**src/rtl/mem_arb_pkg.sv**
```systemverilog
// Shared types for the unified-memory port arbiter: FSM states, owner and size codes.
// Used by mem_port_arbiter and arb_prio_sel.
package mem_arb_pkg;

  localparam int unsigned DW = 32;

  typedef enum logic [1:0] {
    ST_IDLE  = 2'd0,
    ST_ISSUE = 2'd1,
    ST_WAIT  = 2'd2,
    ST_RESP  = 2'd3
  } state_t;

  typedef enum logic {
    OWN_IF = 1'b0,
    OWN_LS = 1'b1
  } owner_t;

  typedef enum logic [1:0] {
    SZ_B = 2'd0,
    SZ_H = 2'd1,
    SZ_W = 2'd2
  } size_t;

  // Command captured at the grant edge; the address lives beside it because its width is a parameter.
  typedef struct packed {
    owner_t          owner;
    logic            we;
    logic [1:0]      size;
    logic [DW-1:0]   wdata;
  } cmd_t;

  // Latency counter width; never zero even when no WAIT state is used.
  function automatic int unsigned cnt_width(input int unsigned lat);
    return (lat > 2) ? $clog2(lat) : 1;
  endfunction

endpackage

```
**src/rtl/arb_prio_sel.sv**
```systemverilog
// Combinational LS-priority grant select with an IF anti-starvation streak counter.
module arb_prio_sel
  import mem_arb_pkg::*;
#(
  parameter int unsigned MAX_STREAK = 4
) (
  input  logic clk,
  input  logic rst,
  input  logic grant_ok,
  input  logic halt,
  input  logic if_req,
  input  logic ls_req,
  output logic if_gnt_c,
  output logic ls_gnt_c
);

  localparam int unsigned SW = $clog2(MAX_STREAK + 1);

  logic [SW-1:0] streak_q;
  logic          force_if;
  logic          if_win;

  assign force_if = (streak_q == SW'(MAX_STREAK));
  // IF wins when LS is absent or LS has starved it long enough; halt overrides both.
  assign if_win   = if_req && !halt && (!ls_req || force_if);
  assign if_gnt_c = grant_ok && if_win;
  assign ls_gnt_c = grant_ok && ls_req && !if_win;

  always_ff @(posedge clk or negedge rst) begin
    if (!rst) begin
      streak_q <= '0;
    end else if (!if_req || if_gnt_c) begin
      streak_q <= '0;
    end else if (ls_gnt_c && !force_if) begin
      streak_q <= streak_q + SW'(1);
    end
  end

endmodule

```
**src/rtl/mem_port_arbiter.sv**
```systemverilog
// Shares one single-ported memory between instruction fetch and load/store with fixed latency.
// Optional grant statistics counters are enabled by defining MEM_ARB_STATS_EN.
module mem_port_arbiter
  import mem_arb_pkg::*;
#(
  parameter int unsigned MEM_LAT    = 1,
  parameter int unsigned MAX_STREAK = 4,
  parameter int unsigned AW         = 32
) (
  input  logic          clk,
  input  logic          rst,
  input  logic          halt,
  input  logic          if_req,
  input  logic [AW-1:0] if_addr,
  output logic          if_gnt,
  output logic          if_rvalid,
  output logic [DW-1:0] if_rdata,
  input  logic          ls_req,
  input  logic          ls_we,
  input  logic [1:0]    ls_size,
  input  logic [AW-1:0] ls_addr,
  input  logic [DW-1:0] ls_wdata,
  output logic          ls_gnt,
  output logic          ls_rvalid,
  output logic [DW-1:0] ls_rdata,
  output logic          mem_en,
  output logic          mem_we,
  output logic [1:0]    mem_size,
  output logic [AW-1:0] mem_addr,
  output logic [DW-1:0] mem_wdata,
  input  logic [DW-1:0] mem_rdata,
  output logic          idle
`ifdef MEM_ARB_STATS_EN
  ,
  output logic [31:0]   if_grant_cnt,
  output logic [31:0]   ls_grant_cnt
`endif
);

  localparam int unsigned CW        = cnt_width(MEM_LAT);
  localparam int unsigned WAIT_LAST = (MEM_LAT > 1) ? (MEM_LAT - 2) : 0;

  state_t        state_q, state_d;
  logic [CW-1:0] cnt_q, cnt_d;
  cmd_t          cmd_q, cmd_d;
  logic [AW-1:0] addr_q, addr_d;
  logic          grant_ok;

  assign grant_ok = (state_q == ST_IDLE) || (state_q == ST_RESP);

  arb_prio_sel #(
    .MAX_STREAK (MAX_STREAK)
  ) u_sel (
    .clk      (clk),
    .rst      (rst),
    .grant_ok (grant_ok),
    .halt     (halt),
    .if_req   (if_req),
    .ls_req   (ls_req),
    .if_gnt_c (if_gnt),
    .ls_gnt_c (ls_gnt)
  );

  always_ff @(posedge clk or negedge rst) begin
    if (!rst) begin
      state_q <= ST_IDLE;
      cnt_q   <= '0;
      cmd_q   <= '0;
      addr_q  <= '0;
    end else begin
      state_q <= state_d;
      cnt_q   <= cnt_d;
      cmd_q   <= cmd_d;
      addr_q  <= addr_d;
    end
  end

  // Next state, latency count and command capture at the grant edge.
  always_comb begin
    state_d = state_q;
    cnt_d   = cnt_q;
    cmd_d   = cmd_q;
    addr_d  = addr_q;
    unique case (state_q)
      ST_IDLE, ST_RESP: begin
        if (if_gnt) begin
          cmd_d   = '{owner: OWN_IF, we: 1'b0, size: SZ_W, wdata: '0};
          addr_d  = if_addr;
          state_d = ST_ISSUE;
        end else if (ls_gnt) begin
          cmd_d   = '{owner: OWN_LS, we: ls_we, size: ls_size, wdata: ls_wdata};
          addr_d  = ls_addr;
          state_d = ST_ISSUE;
        end else begin
          state_d = ST_IDLE;
        end
      end
      ST_ISSUE: begin
        cnt_d   = '0;
        state_d = (MEM_LAT > 1) ? ST_WAIT : ST_RESP;
      end
      ST_WAIT: begin
        if (cnt_q == CW'(WAIT_LAST)) begin
          state_d = ST_RESP;
        end else begin
          cnt_d = cnt_q + CW'(1);
        end
      end
      default: state_d = ST_IDLE;
    endcase
  end

  // RESP is the cycle mem_rdata is valid; capture it and pulse the owner's rvalid next cycle.
  always_ff @(posedge clk or negedge rst) begin
    if (!rst) begin
      if_rvalid <= 1'b0;
      ls_rvalid <= 1'b0;
      if_rdata  <= '0;
      ls_rdata  <= '0;
    end else begin
      if_rvalid <= (state_q == ST_RESP) && (cmd_q.owner == OWN_IF);
      ls_rvalid <= (state_q == ST_RESP) && (cmd_q.owner == OWN_LS);
      if (state_q == ST_RESP) begin
        if (cmd_q.owner == OWN_IF) begin
          if_rdata <= mem_rdata;
        end else begin
          ls_rdata <= cmd_q.we ? '0 : mem_rdata;
        end
      end
    end
  end

  assign mem_en    = (state_q == ST_ISSUE);
  assign mem_we    = cmd_q.we;
  assign mem_size  = cmd_q.size;
  assign mem_addr  = addr_q;
  assign mem_wdata = cmd_q.wdata;
  assign idle      = (state_q == ST_IDLE);

`ifdef MEM_ARB_STATS_EN
  always_ff @(posedge clk or negedge rst) begin
    if (!rst) begin
      if_grant_cnt <= '0;
      ls_grant_cnt <= '0;
    end else begin
      if (if_gnt) if_grant_cnt <= if_grant_cnt + 32'd1;
      if (ls_gnt) ls_grant_cnt <= ls_grant_cnt + 32'd1;
    end
  end
`endif

endmodule

```
**config.mk**
```make
export PLATFORM = sky130hd
export DESIGN_NAME = mem_port_arbiter
export DESIGN_NICKNAME = d
export VERILOG_FILES = /design/src/rtl/mem_arb_pkg.sv /design/src/rtl/arb_prio_sel.sv /design/src/rtl/mem_port_arbiter.sv
export SDC_FILE = /design/constraint.sdc
export NUM_CORES = 1
export LEC_CHECK = 0
export CELL_PAD_IN_SITES_DETAIL_PLACEMENT = 0
export CELL_PAD_IN_SITES_GLOBAL_PLACEMENT = 1
export CORE_ASPECT_RATIO = 1.2
export CORE_MARGIN = 4
export CORE_UTILIZATION = 29
export DETAILED_ROUTE_END_ITERATION = 10
export PLACE_DENSITY = 0.81
export REMOVE_ABC_BUFFERS = 1
export SLEW_MARGIN = 20
export SYNTH_ARGS = -nofsm -noshare
export SYNTH_HDL_FRONTEND = slang
export SYNTH_SLANG_ARGS = --single-unit
```
**constraint.sdc**
```tcl
create_clock -name clk -period 2 [get_ports clk]
set_clock_uncertainty 0.15 [all_clocks]
set_input_delay 0.3 -clock clk [delete_from_list [all_inputs] [get_ports clk]]
set_output_delay 0.3 -clock clk [all_outputs]
set_load 0.02 [all_outputs]
```
[Yosys cells after proc, flatten, opt, wreduce, memory -nomap -nowiden]
Index checks and enable logic that the tools add are counted.
Word-level totals
  register bits after elaboration: 140
  word-level logic and storage cells: 57
  bits of input ports: 136
Cells by class
  reductions and logical operators: 24
  equal/unequal tests: 5
  muxes and demuxes: 13
  bitwise operators: 1
  add/sub/neg operators: 2
Operators with widths (number)
  $mux W32: 3
  $mux W36: 2
  $logic_and A1 B1 Y1: 8
  $mux W3: 2
  $pmux W2 S3: 1
  $reduce_and A2 Y1: 3
  $reduce_bool A2 Y1: 3
  $logic_not A1 Y1: 5
  $eq A2 B2 Y1 const B: 2
  $add A3 B1 Y3 const B: 1
  $eq A3 B3 Y1 const B: 1
  $logic_or A1 B1 Y1: 3
  $mux W1: 3
  $eq A2 B1 Y1 const B: 1
  $logic_not A2 Y1: 1
  $mux W2: 1
  $ne A2 B2 Y1 const B: 1
  $pmux W1 S2: 1
  $reduce_or A2 Y1: 1
  $add A1 B1 Y1 const B: 1
  $not A1 Y1: 1

[Depth between registers and ports, before layout]
  word-level depth: 8
  mapped depth: 8
  gate-level depth less buffers: 6

[Modules after synthesis]
From an unflattened synthesis, not the netlist that was laid out.
Unflattened totals
  cells, all modules: 590
  area total of the unflattened synthesis: 6175.9 um2
By module, submodules not included
  mem_port_arbiter: area an instance 5957.0 um2, cells each 564, times used 1
  arb_prio_sel: area an instance 219.0 um2, cells each 26, times used 1

[Worst setup path after synthesis]
Ideal clock, no wire load.
  path type: reg2reg
  from: register state_q[0]
  to: register addr_q[2], in the netlist mem_addr[2]
  path buffers: 2
  setup slack: -98 ps
  cell stages (with the launch flop): 8
  data arrival time: 1823 ps
  setup time: 125 ps
  cell sequence: dfrtp_1 -> inv_1 -> ha_1 -> nand2b_1 -> buf_2 -> buf_2 -> mux2_2 -> mux2_4
On the way
  cells in the longest elaborated chain, start to end: 6
RTL lines
  start: declaration: line mem_port_arbiter.sv:43  | state_t state_q, state_d;
  start signal: assignment: line mem_port_arbiter.sv:71  | state_q <= state_d;
  $eq A2 B2 Y1 / $logic_not A2 Y1 (equally long branches): line mem_port_arbiter.sv:49, mem_port_arbiter.sv:84
  $logic_or A1 B1 Y1: line mem_port_arbiter.sv:49  | assign grant_ok = (state_q == ST_IDLE) || (state_q == ST_RESP);
  $logic_and A1 B1 Y1 (2 in a row): line arb_prio_sel.sv:27  | assign ls_gnt_c = grant_ok && ls_req && !if_win;
  $reduce_bool A2 Y1 (no source line)
  $reduce_and A2 Y1 (no source line)
  end signal: assignment: line mem_port_arbiter.sv:74  | addr_q <= addr_d;
  end: declaration: line mem_port_arbiter.sv:46  | logic [AW-1:0] addr_q, addr_d;
Several ways; a longest one is shown, not always the timed one.
A chain may end at the register's enable or synchronous reset.

[Worst setup path in the final report]
  from: register state_q[1]
  to: register addr_q[13], in the netlist mem_addr[13]
The elaborated chain is that of the path after synthesis.

==> summary by stage <==
Critical path
For the worst setup path, the data arrival time is 2.29 ns. The launching instance or port of the critical path is state_q[1]. The critical path is of the flop to flop type.

The worst register-to-register path ends at mem_addr[13]. The launch point of the worst reg-to-reg path is state_q[1]. STA classifies the critical path startpoint as a flop. The kind of capture point of the worst setup path is a flop. The maximum fanout along the worst path is 8. In this run the register-to-register setup slack is -0.14 ns. The number of cells on the worst reg-to-reg path is 9. The data required time at the worst endpoint is 2.14 ns.

Detailed routing
The total DRC errors in the routed layout is 0. In this run, the number of DRC markers left after iteration 0 of detailed routing was 117. The via density per instance is 4.44.

The first-pass iteration count of the detailed router is 4. The detail route stage leaves a number of antenna-violating nets equal to 0. The count of vias placed by the detailed router is 4520.

Summed over all layers, the routed wires come to 17000 um. The average wire length per cell after detail routing is 16.7 um.

Timing
Setup repair after global routing could not meet its margin everywhere. The number of pins with negative max-slew slack in the final report was 0. The number of endpoints failing setup at the final stage is 34. In the finished design, the share of the clock period the worst path needs comes to 1.07. Across all setup checks in the final design, the least slack found is -0.144 ns. The clock period minus final worst setup slack is 2.14 ns. Static timing analysis puts the maximum clock frequency at 466 MHz. The transition time at the pin with the least slew margin is 0.373 ns. The number of endpoints with negative hold slack in the final report is 0. The headroom to the max-slew limit is 0.751.

Min path
In this run the worst hold path is classified as input pin to async pin.

Yosys
The number of warning messages in the yosys log is 0. Synthesis produced a netlist whose cell count is 467. In the post-synthesis netlist, the biggest area contributors are dfrtp_1, mux2_2, mux2_4, a22o_1, mux2_1. The biggest area contributor in the post-synthesis netlist is dfrtp_1. In this run, distinct cell masters in the synthesized netlist total 28.

Counting flops with an async set or reset pin after synthesis yields a share of 1.00. In this run the cell area of the synthesized design comes to 6090 um^2. A synthesized cell averages 13.0 um^2. Counting flops with a built-in enable in the synthesized netlist gives 0. After synthesis the netlist holds a flip-flop and latch count of 139. The most used flip-flop cell after synthesis is dfrtp_1. Of the synthesized area, sequential elements account for 0.571. The share of synthesized area in the top cell type comes to 0.571.

Clocking
The clock latency reported for the late side of the worst-skew pair is 0.41 ns. The cell at the root of the clock tree is clkbuf_16. The tree built by TritonCTS fans out to 139 sinks.

The register clock-pin slew on the reported worst setup and hold paths is 0.07 ns. The TritonCTS buffer count is 17. The CTS tree is built. The count of H-tree levels built during CTS is 4. No sink is reached through more buffers than the 2 on the longest clock path.

GRT
The number of global-route vias before repair is 4928. The total global routing overflow is 0. The initial antenna violation count is 0. The total global-route track usage is 0.147. The first-pass GRT wire length is 27300 um.

The largest net degree at the start of global routing is 51.

Layout
In the layout the commonest cells are clkdlybuf4s50_1, dfrtp_1, mux2_4. The filler cells instantiated in the layout total 1878. Once layout is done, the placed cells without fillers occupy 9930 um^2. The finished layout holds 1017 standard cells, fillers aside. The commonest non-fill, non-tap cell in the layout is clkdlybuf4s50_1. For this run, the share of the core covered by cells in the final layout is 0.485. In the final layout, the share of cells above drive strength 1 is 0.222. The area growth from synthesis to layout is 63.1%.

The repair_antennas step left the layout with diodes totalling 0. After the last flow step, the layout net total stands at 880.

Flow run
The max-cap violation count is 0.

Place
The cell area after placement is 9080 um^2. The final estimated routing congestion in global placement is 0.753. The number of placed cells counting well taps is 972. The count of buffers from port buffering is 272. The half-perimeter wire length of the detailed placement result is 12100 um.

Floorplan
The die width is 140 um. From bottom edge to top edge, the die measures 167 um. The placeable core region is 20500 um^2. The row count is 57. For this design the top-level I/O count stands at 273.

The full die area is 23400 um^2. For this configuration, the core starts out at a cell density of 0.298.

Outcome
The final reports fail on negative setup slack. The flow ran to the end, but the final reports show violations.

Power
The cell area power density is 1700 nW/um^2. Summed over all cells, the static leakage comes to 4.42 nW. IR analysis of the VDD net gives a maximum drop of 726 uV.
-- sequential cells by signal, indices dropped and copies added (netlist names) --
name            count
cmd_q               1
if_rdata           32
if_rvalid           1
ls_rdata           32
ls_rvalid           1
mem_addr           32
mem_size            2
mem_wdata          32
mem_we              1
state_q             2
u_sel.streak_q      3
-- routing by layer --
metal | GRT usage | vias to the layer above | part of all wire
met3 | 0.0522 | 13 | 0.088
met5 | 0 | - | 0
li1 | - | 2132 | -
met4 | 0.0451 | 0 | 0.016
met2 | 0.240 | 190 | 0.49
met1 | 0.182 | 2185 | 0.41
-- worst max path at each step --
stage	end	depth (start not counted)
after floorplan	mem_size[0]	5
after global placement	if_gnt	5
after detailed placement	if_gnt	5
after CTS	mem_addr[28]	7
after global routing	mem_addr[13]	9
final	mem_addr[13]	9
-- final cells by class --
type	instances	area, um^2	share of cell area
well taps	265	332	0.0334
clock buffers	17	425	0.0428
flip-flops and latches	139	3480	0.350
multi-input cells	259	2290	0.231
clock inverters	15	143	0.0144
repair buffers	315	3240	0.326
inverters	7	26.3	0.00265
-- critical path, stage by stage, from the launching register on --
cell,delay (ns)
dfrtp_1,0.39
inv_2,0.08
ha_4,0.20
buf_6,0.11
nand2b_4,0.15
buf_8,0.14
buf_12,0.13
buf_12,0.13
mux2_4,0.29
mux2_4,0.25
-- metrics by stage --
step / power (mW) / setup slack (ns) / setup TNS, ns / hold WS, ns
4_1_cts: 17.2 / -0.158 / -4.53 / 0.116
3_3_place_gp: 13.3 / -0.486 / -12.30 / -0.000565
5_1_grt: 17.9 / -0.205 / -5.33 / 0.136
3_5_place_dp: 13.5 / -0.483 / -13.13 / -0.00287
6_report: 16.9 / -0.144 / -3.31 / 0.153
2_1_floorplan: 9.26 / -1.10 / -60.96 / -0.146
-- cells in the mapped netlist, types with 5 or more instances --
library cell / n
dfrtp_1: 139
mux2_2: 44
nand2_1: 36
buf_4: 35
nand2b_1: 35
a22o_1: 34
mux2_4: 28
o21ai_0: 28
mux2_1: 24
clkbuf_1: 14
buf_2: 10
inv_1: 6
o21ai_1: 6
ha_1: 5
-- power by group --
group	switching (mW)	internal (mW)	total, mW
sequential	0.685	4.16	4.84
combinational	4.07	4.93	9.00
clock	1.41	1.67	3.08
-- logic make-up (layout without fill, tap and decap cells) --
logic type | Yosys count | in the layout | synth area share
adders and majority gates | 5 | 5 | 0.0103
muxes | 96 | 96 | 0.195
and+or+nand+nor | 83 | 83 | 0.0694
DFF | 139 | 139 | 0.571
buffers and inverters | 69 | 354 | 0.0699
AOI/OAI and AO/OA | 75 | 75 | 0.0844
-- repair_timing --
item / 4_1_cts / 5_1_grt
hold buffers: 1 / 0
cloned: 3 / 0
setup endpoints to repair: 70 / 41
setup buffers: 7 / 6
gates resized for setup: 41 / 11
pin swaps: 2 / 2
endpoints found under the hold margin: 139 / 0
No activity file was read; power rests on OpenSTA's default activity.
